`src/rtl/dmem_lsu_master.sv`:
```
// Load/store initiator for the RAM data port: one outstanding request, aligned word
// accesses with byte-lane steering, load extension and misalign/range error reporting.
module dmem_lsu_master #(
   parameter int unsigned WIDTH     = 64,
   parameter logic [63:0] ADDR_BASE = 64'h8000_0000,
   parameter logic [63:0] RAM_BYTES = 64'h0800_0000
) (
   input  logic             clk,
   input  logic             rst_n,
   input  logic             req_valid,
   output logic             req_ready,
   input  logic             req_wen,
   input  logic [1:0]       req_size,
   input  logic             req_signed,
   input  logic [WIDTH-1:0] req_addr,
   input  logic [WIDTH-1:0] req_wdata,
   output logic             resp_valid,
   input  logic             resp_ready,
   output logic [WIDTH-1:0] resp_rdata,
   output logic             resp_err,
   output logic             dmem_en,
   output logic [WIDTH-1:0] dmem_addr,
   input  logic [WIDTH-1:0] dmem_rdata,
   output logic [WIDTH-1:0] dmem_wdata,
   output logic [WIDTH-1:0] dmem_wmask,
   output logic             dmem_wen
);

   localparam int unsigned LANES = WIDTH / 8;
   localparam logic [64:0] LIMIT = {1'b0, ADDR_BASE} + {1'b0, RAM_BYTES};

   typedef enum logic [1:0] {IDLE, ACCESS, RESP} state_t;

   state_t           state;
   logic             wen_q;
   logic [1:0]       size_q;
   logic             signed_q;
   logic [2:0]       off_q;

   logic [3:0]       bytes_c;
   logic [7:0]       lane_c;
   logic [7:0]       bmask_c;
   logic [64:0]      end_c;
   logic             misalign_c;
   logic             oor_c;
   logic [WIDTH-1:0] wdata_c;
   logic [WIDTH-1:0] wmask_c;
   logic [WIDTH-1:0] raw_c;
   logic [WIDTH-1:0] load_c;

   // Request decode: error detection and store lane steering from the live request.
   always_comb begin
      bytes_c = 4'(1) << req_size;
      lane_c  = 8'h00;
      misalign_c = 1'b0;
      case (req_size)
         2'd0: begin lane_c = 8'h01; misalign_c = 1'b0; end
         2'd1: begin lane_c = 8'h03; misalign_c = req_addr[0]; end
         2'd2: begin lane_c = 8'h0F; misalign_c = |req_addr[1:0]; end
         default: begin lane_c = 8'hFF; misalign_c = |req_addr[2:0]; end
      endcase
      bmask_c = lane_c << req_addr[2:0];
      end_c   = {1'b0, req_addr} + 65'(bytes_c);
      oor_c   = (req_addr < ADDR_BASE) || (end_c > LIMIT);
      wdata_c = req_wdata << {req_addr[2:0], 3'b000};
      wmask_c = '0;
      for (int i = 0; i < LANES; i++) begin
         wmask_c[8*i +: 8] = {8{bmask_c[i]}};
      end
   end

   // Load return path: shift the addressed lane down, then truncate and extend.
   always_comb begin
      raw_c  = dmem_rdata >> {off_q, 3'b000};
      load_c = '0;
      case (size_q)
         2'd0: load_c = signed_q ? {{56{raw_c[7]}},  raw_c[7:0]}  : {56'd0, raw_c[7:0]};
         2'd1: load_c = signed_q ? {{48{raw_c[15]}}, raw_c[15:0]} : {48'd0, raw_c[15:0]};
         2'd2: load_c = signed_q ? {{32{raw_c[31]}}, raw_c[31:0]} : {32'd0, raw_c[31:0]};
         default: load_c = raw_c;
      endcase
   end

   // Async reset clears dmem_* at once, so a reset mid-ACCESS cannot write.
   always_ff @(posedge clk or negedge rst_n) begin
      if (!rst_n) begin
         state      <= IDLE;
         wen_q      <= 1'b0;
         size_q     <= 2'd0;
         signed_q   <= 1'b0;
         off_q      <= 3'd0;
         req_ready  <= 1'b1;
         resp_valid <= 1'b0;
         resp_rdata <= '0;
         resp_err   <= 1'b0;
         dmem_en    <= 1'b0;
         dmem_wen   <= 1'b0;
         dmem_addr  <= '0;
         dmem_wdata <= '0;
         dmem_wmask <= '0;
      end else begin
         case (state)
            IDLE: begin
               if (req_valid) begin
                  wen_q     <= req_wen;
                  size_q    <= req_size;
                  signed_q  <= req_signed;
                  off_q     <= req_addr[2:0];
                  req_ready <= 1'b0;
                  if (misalign_c || oor_c) begin
                     state      <= RESP;
                     resp_valid <= 1'b1;
                     resp_err   <= 1'b1;
                     resp_rdata <= '0;
                  end else begin
                     state      <= ACCESS;
                     dmem_en    <= 1'b1;
                     dmem_wen   <= req_wen;
                     dmem_addr  <= {req_addr[WIDTH-1:3], 3'b000};
                     dmem_wdata <= req_wen ? wdata_c : '0;
                     dmem_wmask <= req_wen ? wmask_c : '0;
                  end
               end
            end
            ACCESS: begin
               state      <= RESP;
               dmem_en    <= 1'b0;
               dmem_wen   <= 1'b0;
               dmem_addr  <= '0;
               dmem_wdata <= '0;
               dmem_wmask <= '0;
               resp_valid <= 1'b1;
               resp_err   <= 1'b0;
               resp_rdata <= wen_q ? '0 : load_c;
            end
            RESP: begin
               if (resp_ready) begin
                  state      <= IDLE;
                  resp_valid <= 1'b0;
                  resp_rdata <= '0;
                  resp_err   <= 1'b0;
                  req_ready  <= 1'b1;
               end
            end
            default: state <= IDLE;
         endcase
      end
   end

endmodule
```
`config.mk`:
```
export PLATFORM = sky130hd
export DESIGN_NAME = dmem_lsu_master
export DESIGN_NICKNAME = d
export VERILOG_FILES = /design/src/rtl/dmem_lsu_master.sv
export SDC_FILE = /design/constraint.sdc
export NUM_CORES = 1
export LEC_CHECK = 0
export CAP_MARGIN = 10
export CORE_AREA = 2 2 177 179
export CTS_BUF_LIST = sky130_fd_sc_hd__clkbuf_2
export DETAILED_ROUTE_END_ITERATION = 16
export DIE_AREA = 0 0 179 181
export PLACE_DENSITY_LB_ADDON = 0.12
export REMOVE_ABC_BUFFERS = 1
export SLEW_MARGIN = 40
export SYNTH_ARGS = -nofsm -noshare
export SYNTH_HDL_FRONTEND = slang
export SYNTH_SLANG_ARGS = --single-unit
```
`constraint.sdc`:
```
create_clock -name clk -period 3.6 [get_ports clk]
set_clock_uncertainty 0.1 [all_clocks]
set_input_delay 0.72 -clock clk [delete_from_list [all_inputs] [get_ports clk]]
set_output_delay 0.72 -clock clk [all_outputs]
set_load 0.03 [all_outputs]
```
== After elaboration in Yosys (flattened, before gate mapping) ==
Cells that the tools add are included.

* Div/mod/pow operators: 0
* Shifts and indexed selects: 4
* Multiply operators: 0
* Muxes and demuxes: 40
* Equality and inequality tests: 10
* Bitwise logic cells: 0
* Reduce and logical (&&, ||, !) cells: 15
* Add/sub/neg operators: 1
* Magnitude comparators: 2

{| class="wikitable"
|+ Operators with widths
! kind !! count
|-
| $mux W64 || 15
|-
| $pmux W64 S2 || 3
|-
| $pmux W64 S3 || 2
|-
| $add A64 B4 Y65 || 1
|-
| $gt A65 B32 Y1 const B || 1
|-
| $lt A64 B32 Y1 const B || 1
|-
| $shl A64 B6 Y64 || 1
|-
| $shr A64 B6 Y64 || 1
|-
| $pmux W8 S3 || 1
|-
| $mux W1 || 9
|-
| $pmux W1 S3 || 3
|-
| $ne A2 B2 Y1 const B || 4
|-
| $shl A8 B3 Y8 || 1
|-
| $eq A2 B1 Y1 const B || 3
|-
| $eq A2 B2 Y1 const B || 3
|-
| $logic_not A2 Y1 || 3
|-
| $mux W2 || 3
|-
| $pmux W1 S2 || 3
|-
| $pmux W2 S3 || 1
|-
| $reduce_and A3 Y1 || 2
|-
| $reduce_and A2 Y1 || 2
|-
| $reduce_and A4 Y1 || 1
|-
| $reduce_bool A2 Y1 || 2
|-
| $shl A1 B2 Y4 const A || 1
|-
| other kinds (4) || 5
|}

* Bits in writable memories: 0
* Logic and storage cells: 86
* Memories kept: 0
* Input bits: 200
* Register bits: 270
* Latch bits: 0
* ROM bits: 0
* Output and inout port bits: 261

== Depth between registers and ports, before layout ==
* Depth in word-level cells: 8
* Mapped depth: 19
* Gate-level depth less buffers: 14

== Worst setup path after synthesis ==
Ideal clock, no wire load.

* Path type: input to register
* Start point: in req_size[1]
* End point: reg dmem_addr[20]
* Setup time: 0.121 ns
* Data arrival time: 4.750 ns
* Setup slack: -1.371 ns
* Path buffers: 4
* Data required time: 3.379 ns
* Stages: 18
* Cells stage by stage: clkbuf_1 -> clkbuf_1 -> nor2_1 -> ha_1 -> inv_1 -> fa_1 -> nand2b_1 -> a211o_1 -> nor4_4 -> a41oi_1 -> a2111oi_2 -> nand3_1 -> or4_4 -> nor3_4 -> a31oi_2 -> buf_6 -> buf_6 -> a22o_1

* Longest elaborated chain between the ends: 7
* Elaborated cells on any way between the ends: 11
* Those cells by class: 1 x add/sub; 1 x order compare; 3 x eq/ne; 1 x shift; 1 x mux; 4 x reduce/logical

{| class="wikitable"
|+ Ends and longest elaborated chain
! element !! line !! source
|-
| from (decl) || 13 || <nowiki>input logic [1:0] req_size,</nowiki>
|-
| $shl A1 B2 Y4 || 53 || <nowiki>bytes_c = 4'(1) << req_size;</nowiki>
|-
| $add A64 B4 Y65 || 63 || <nowiki>end_c = {1'b0, req_addr} + 65'(bytes_c);</nowiki>
|-
| $gt A65 B32 Y1 || 64 || <nowiki>oor_c = (req_addr < ADDR_BASE) || (end_c > LIMIT);</nowiki>
|-
| $logic_or A1 B1 Y1 || 64 ||
|-
| $logic_or A1 B1 Y1 * || 110 || <nowiki>if (misalign_c || oor_c) begin</nowiki>
|-
| $ne A2 B2 Y1 (no line) * || n/a ||
|-
| $reduce_and A3 Y1 (no line) * || n/a ||
|-
| to (signal assigned) || 119 || <nowiki>dmem_addr <= {req_addr[WIDTH-1:3], 3'b000};</nowiki>
|-
| to (decl) || 22 || <nowiki>output logic [WIDTH-1:0] dmem_addr,</nowiki>
|}

Every way passes the cells marked *; elsewhere a longest branch is shown, timed or not.
A chain may end at the register's enable or synchronous reset.

== Final worst setup path ==
* Start point: in req_size[1]
* End point: reg dmem_wdata[62]

* Longest elaborated chain between the ends: 7
* Elaborated cells on any way between the ends: 11
* Those cells by class: 1 x add/sub; 1 x order compare; 3 x eq/ne; 1 x shift; 1 x mux; 4 x reduce/logical

{| class="wikitable"
|+ Ends and longest elaborated chain
! element !! line !! source
|-
| $shl A1 B2 Y4 || 53 ||
|-
| $add A64 B4 Y65 || 63 ||
|-
| $gt A65 B32 Y1 || 64 ||
|-
| $logic_or A1 B1 Y1 || 64 ||
|-
| $logic_or A1 B1 Y1 * || 110 ||
|-
| $ne A2 B2 Y1 (no line) * || n/a ||
|-
| $reduce_and A3 Y1 (no line) * || n/a ||
|-
| to (signal assigned) || 120 || <nowiki>dmem_wdata <= req_wen ? wdata_c : '0;</nowiki>
|-
| to (decl) || 24 || <nowiki>output logic [WIDTH-1:0] dmem_wdata,</nowiki>
|}

Marks and branches as above.

==> results.toml <==
[run_status]
outcome = "finished with violations"
violations = "setup timing"

[global_routing]
grt-ovfl-total = 0
antenna_found_initial = 7
grt_first_pass_wirelength_mm = 90.0
grt_use_total = 0.353
grt_max_degree = 100
first_global_vias = 16300

[power_and_ir_drop]
seq_power_share = 0.307
p_switching_mw = 3.63
total_power_mw = 8.42
ir_worst_vdd_mv = 0.419
p_comb_frac = 0.473
leakagePower_nw = 9.81
pwr-share-clk = 0.221
p_int_mw = 4.78
power.share.switching = 0.432
power_density_mw_per_mm2 = 376

[worst_hold_path]
min_path_type = "input port to register"
hold_depth = 2
min_to = "dmem_addr[14]"
min-delay-start = "req_addr[14]"

[drt]
postRouteAntennaNets = 0
drc_errors = 0
wl_mm = 60.6
via_per_inst = 6.13
drt-initial-drc-count = 1399
wl_per_cell_um = 22.5
route.vias.total = 16500
drt_first_pass_iters = 7

[place]
place.gp.congestion = 0.922
io_buffers = 457
placed_cells = 2527
dp_hpwl_mm = 41.9
pre_cts_ws_ps = -1930

[critical_path]
slowest_stage = "or4_4"
cp-end-kind = "register"
r2r-start = "off_q[1]"
ff2ff_path_depth = 12
crit_path_start_kind = "input port"
path_cells = "buf_12 > nor2_4 > ha_4 > inv_2 > fa_2 > nand2b_4 > a211o_1 > nor4_4 > buf_4 > buf_6 > nand4_1 > mux2i_2 > nand4b_1 > or4_4 > nor3_4 > buf_6 > a31oi_4 > buf_8 > buf_12 > clkbuf_16 > a22o_1"
slowest_delay_ps = 540
r2r-end = "resp_rdata[26]"
critPathMaxFanout = 6
cp.arrival_ps = 4540
crit_family = "simple AND/OR/NAND/NOR gates"
worst-r2r-setup-slack_ps = 620
critical_path_required_ps = 4200
criticalPathCategory = "input port to register"
cp.buffers_inverters = 8

[synthesis]
ys_ff_latch = 211
synth_edf_count = 0
synth_cell_type_count = 78
async_flop_share = 1.00
seq_area_frac_synth = 0.360
syn_avg_cell_area_sq_um = 8.79
netlist.area_leader.share = 0.358
syn_area_sq_mm = 0.0147
yosysTopAreaCell = "dfrtp_1"
syn_inst = 1671
yosys_most_used_dff = "dfrtp_1"
synthTopCellsByArea = "dfrtp_1, a22o_1, nor2_1"
ys.warnings.count = 0

[finish]
layout.nets = 2453
syn_to_final_growth_pct = 52.6
layout.cells.non_filler = 2691
postLayoutCoreUtil = 0.738
drive_above_1_share = 0.226
final_cell_mix = "clkdlybuf4s50_1, dfrtp_1, buf_4, nor2_1, nand2_1"
final_common_cell = "clkdlybuf4s50_1"

[job]
cap_violations = 0

[timing]
worst_hold_slack_ps = 130
worst_slew_pin_slew_ps = 790
fmax_mhz = 254
fin_ws_ps = -332
finalCritPeriodShare = 1.09
slew_headroom = 0.474
hold_viol = 0
rsz0062_at_grt = "true"
drv_slew = 0
setup_violations = 202
period_minus_slack_ps = 3930

[floorplanning]
initial_core_util = 0.484
core_sq_mm = 0.0303
die_x_um = 179
die_h_um = 181
dieArea_sq_mm = 0.0324
ios = 461
rows = 64

[clock_network]
numClockSinks = 211
cts_root_buf = "clkbuf_2"
numCtsBuffers = 57
htree_levels = 2
insertion_delay_ps = 840
clkSlewWorstSetupHoldPaths_ps = 110
cts.path.max_buffers = 3
cts_tree = "built"
[sequential cells by signal, indices dropped and copies added, names as in the netlist]
register and cells:
dmem_wdata 64, resp_rdata 64, dmem_addr 61, dmem_wmask 8, off_q 3, size_q 2
state 2, dmem_en 1, dmem_wen 1, req_ready 1, resp_err 1, resp_valid 1
signed_q 1, wen_q 1
[cell families after synthesis]
group / count (synthesis) / share of synthesized area
mux: 130 / 0.108
compound gates: 526 / 0.250
simple gates: 552 / 0.186
flops: 211 / 0.360
fa+ha+maj: 8 / 0.00733
buf+inv: 226 / 0.0778
other cells: 1 / 0.000255
xor+xnor: 17 / 0.0101
[repair_timing]
item                                   4_1_cts  5_1_grt
pin swaps                                   77       89
setup endpoints to repair                  203      202
resized for setup                           87       67
cloned                                      12       10
setup buffers                               24       12
endpoints found under the hold margin       94        0
hold buffers                                 1        0
[worst max-delay path by stage]
stage	slack, ps	startpoint	to	depth (start not counted)
2_1_floorplan	-4810	req_size[1]	dmem_wmask[47]	14
3_3_place_gp	-1780	req_size[1]	dmem_addr[9]	16
3_5_place_dp	-1930	req_size[1]	dmem_addr[19]	16
4_1_cts	-360	req_size[0]	dmem_addr[43]	20
5_1_grt	-410	req_size[1]	dmem_wmask[62]	21
6_report	-330	req_size[1]	dmem_wdata[62]	21
[area by class of cell]
type	instances	area (sq um)
diodes	5	12.5
inverters	25	93.8
clock inverters	26	163
multi-input cells	1236	8750
repair buffers	714	7210
flip-flops and latches	211	5290
fillers	2332	7950
well taps	396	495
clock buffers	78	390
[Yosys cell counts, types with 6 or more instances]
cell / instances
inv_1: 22
and3_1: 21
nor3b_1: 11
dfrtp_1: 210
a211o_1: 26
o22ai_1: 59
nor4_1: 19
or2_2: 9
nand2_1: 132
mux2i_1: 58
ha_1: 7
xor2_1: 12
buf_6: 6
a22oi_1: 32
o31ai_1: 7
clkbuf_1: 104
nor3_1: 20
a32o_1: 23
buf_1: 10
buf_4: 59
nor2b_1: 13
and4_1: 8
a211oi_1: 17
nand4b_1: 7
nand2b_1: 13
nand3_1: 27
a22o_1: 101
nand4_1: 28
a221o_1: 9
o21ai_0: 66
buf_2: 21
and2_1: 45
a21oi_1: 130
a21o_1: 9
mux2_2: 53
nor2_1: 179
mux4_2: 17
[metal layers]
layer	part of all wire	vias up	global-route usage
li1	-	7340	-
met1	0.39	8068	0.444
met2	0.49	911	0.590
met3	0.084	162	0.0671
met4	0.042	2	0.153
met5	0.00021	-	0
[metrics by stage]
| step | area, sq um | setup TNS (ps) |
|---|---|---|
| after global placement | 20400 | -349660 |
| after CTS | 21800 | -51190 |
| after detailed placement | 20400 | -375810 |
| after floorplan | 13600 | -803250 |
| after global routing | 22400 | -67590 |
| final | 22400 | -51920 |
[power by group through the flow]
stage / Clock, mW / Sequential [mW] / Combinational (mW)
finish: 1.86 / 2.58 / 3.98
global route: 2.02 / 2.59 / 4.26
CTS: 1.88 / 2.57 / 3.85
detailed placement: 0 / 2.62 / 3.52
global placement: 0 / 2.61 / 3.48
floorplan: 0 / 2.87 / 1.85
No activity file was read; power rests on OpenSTA's default activity.
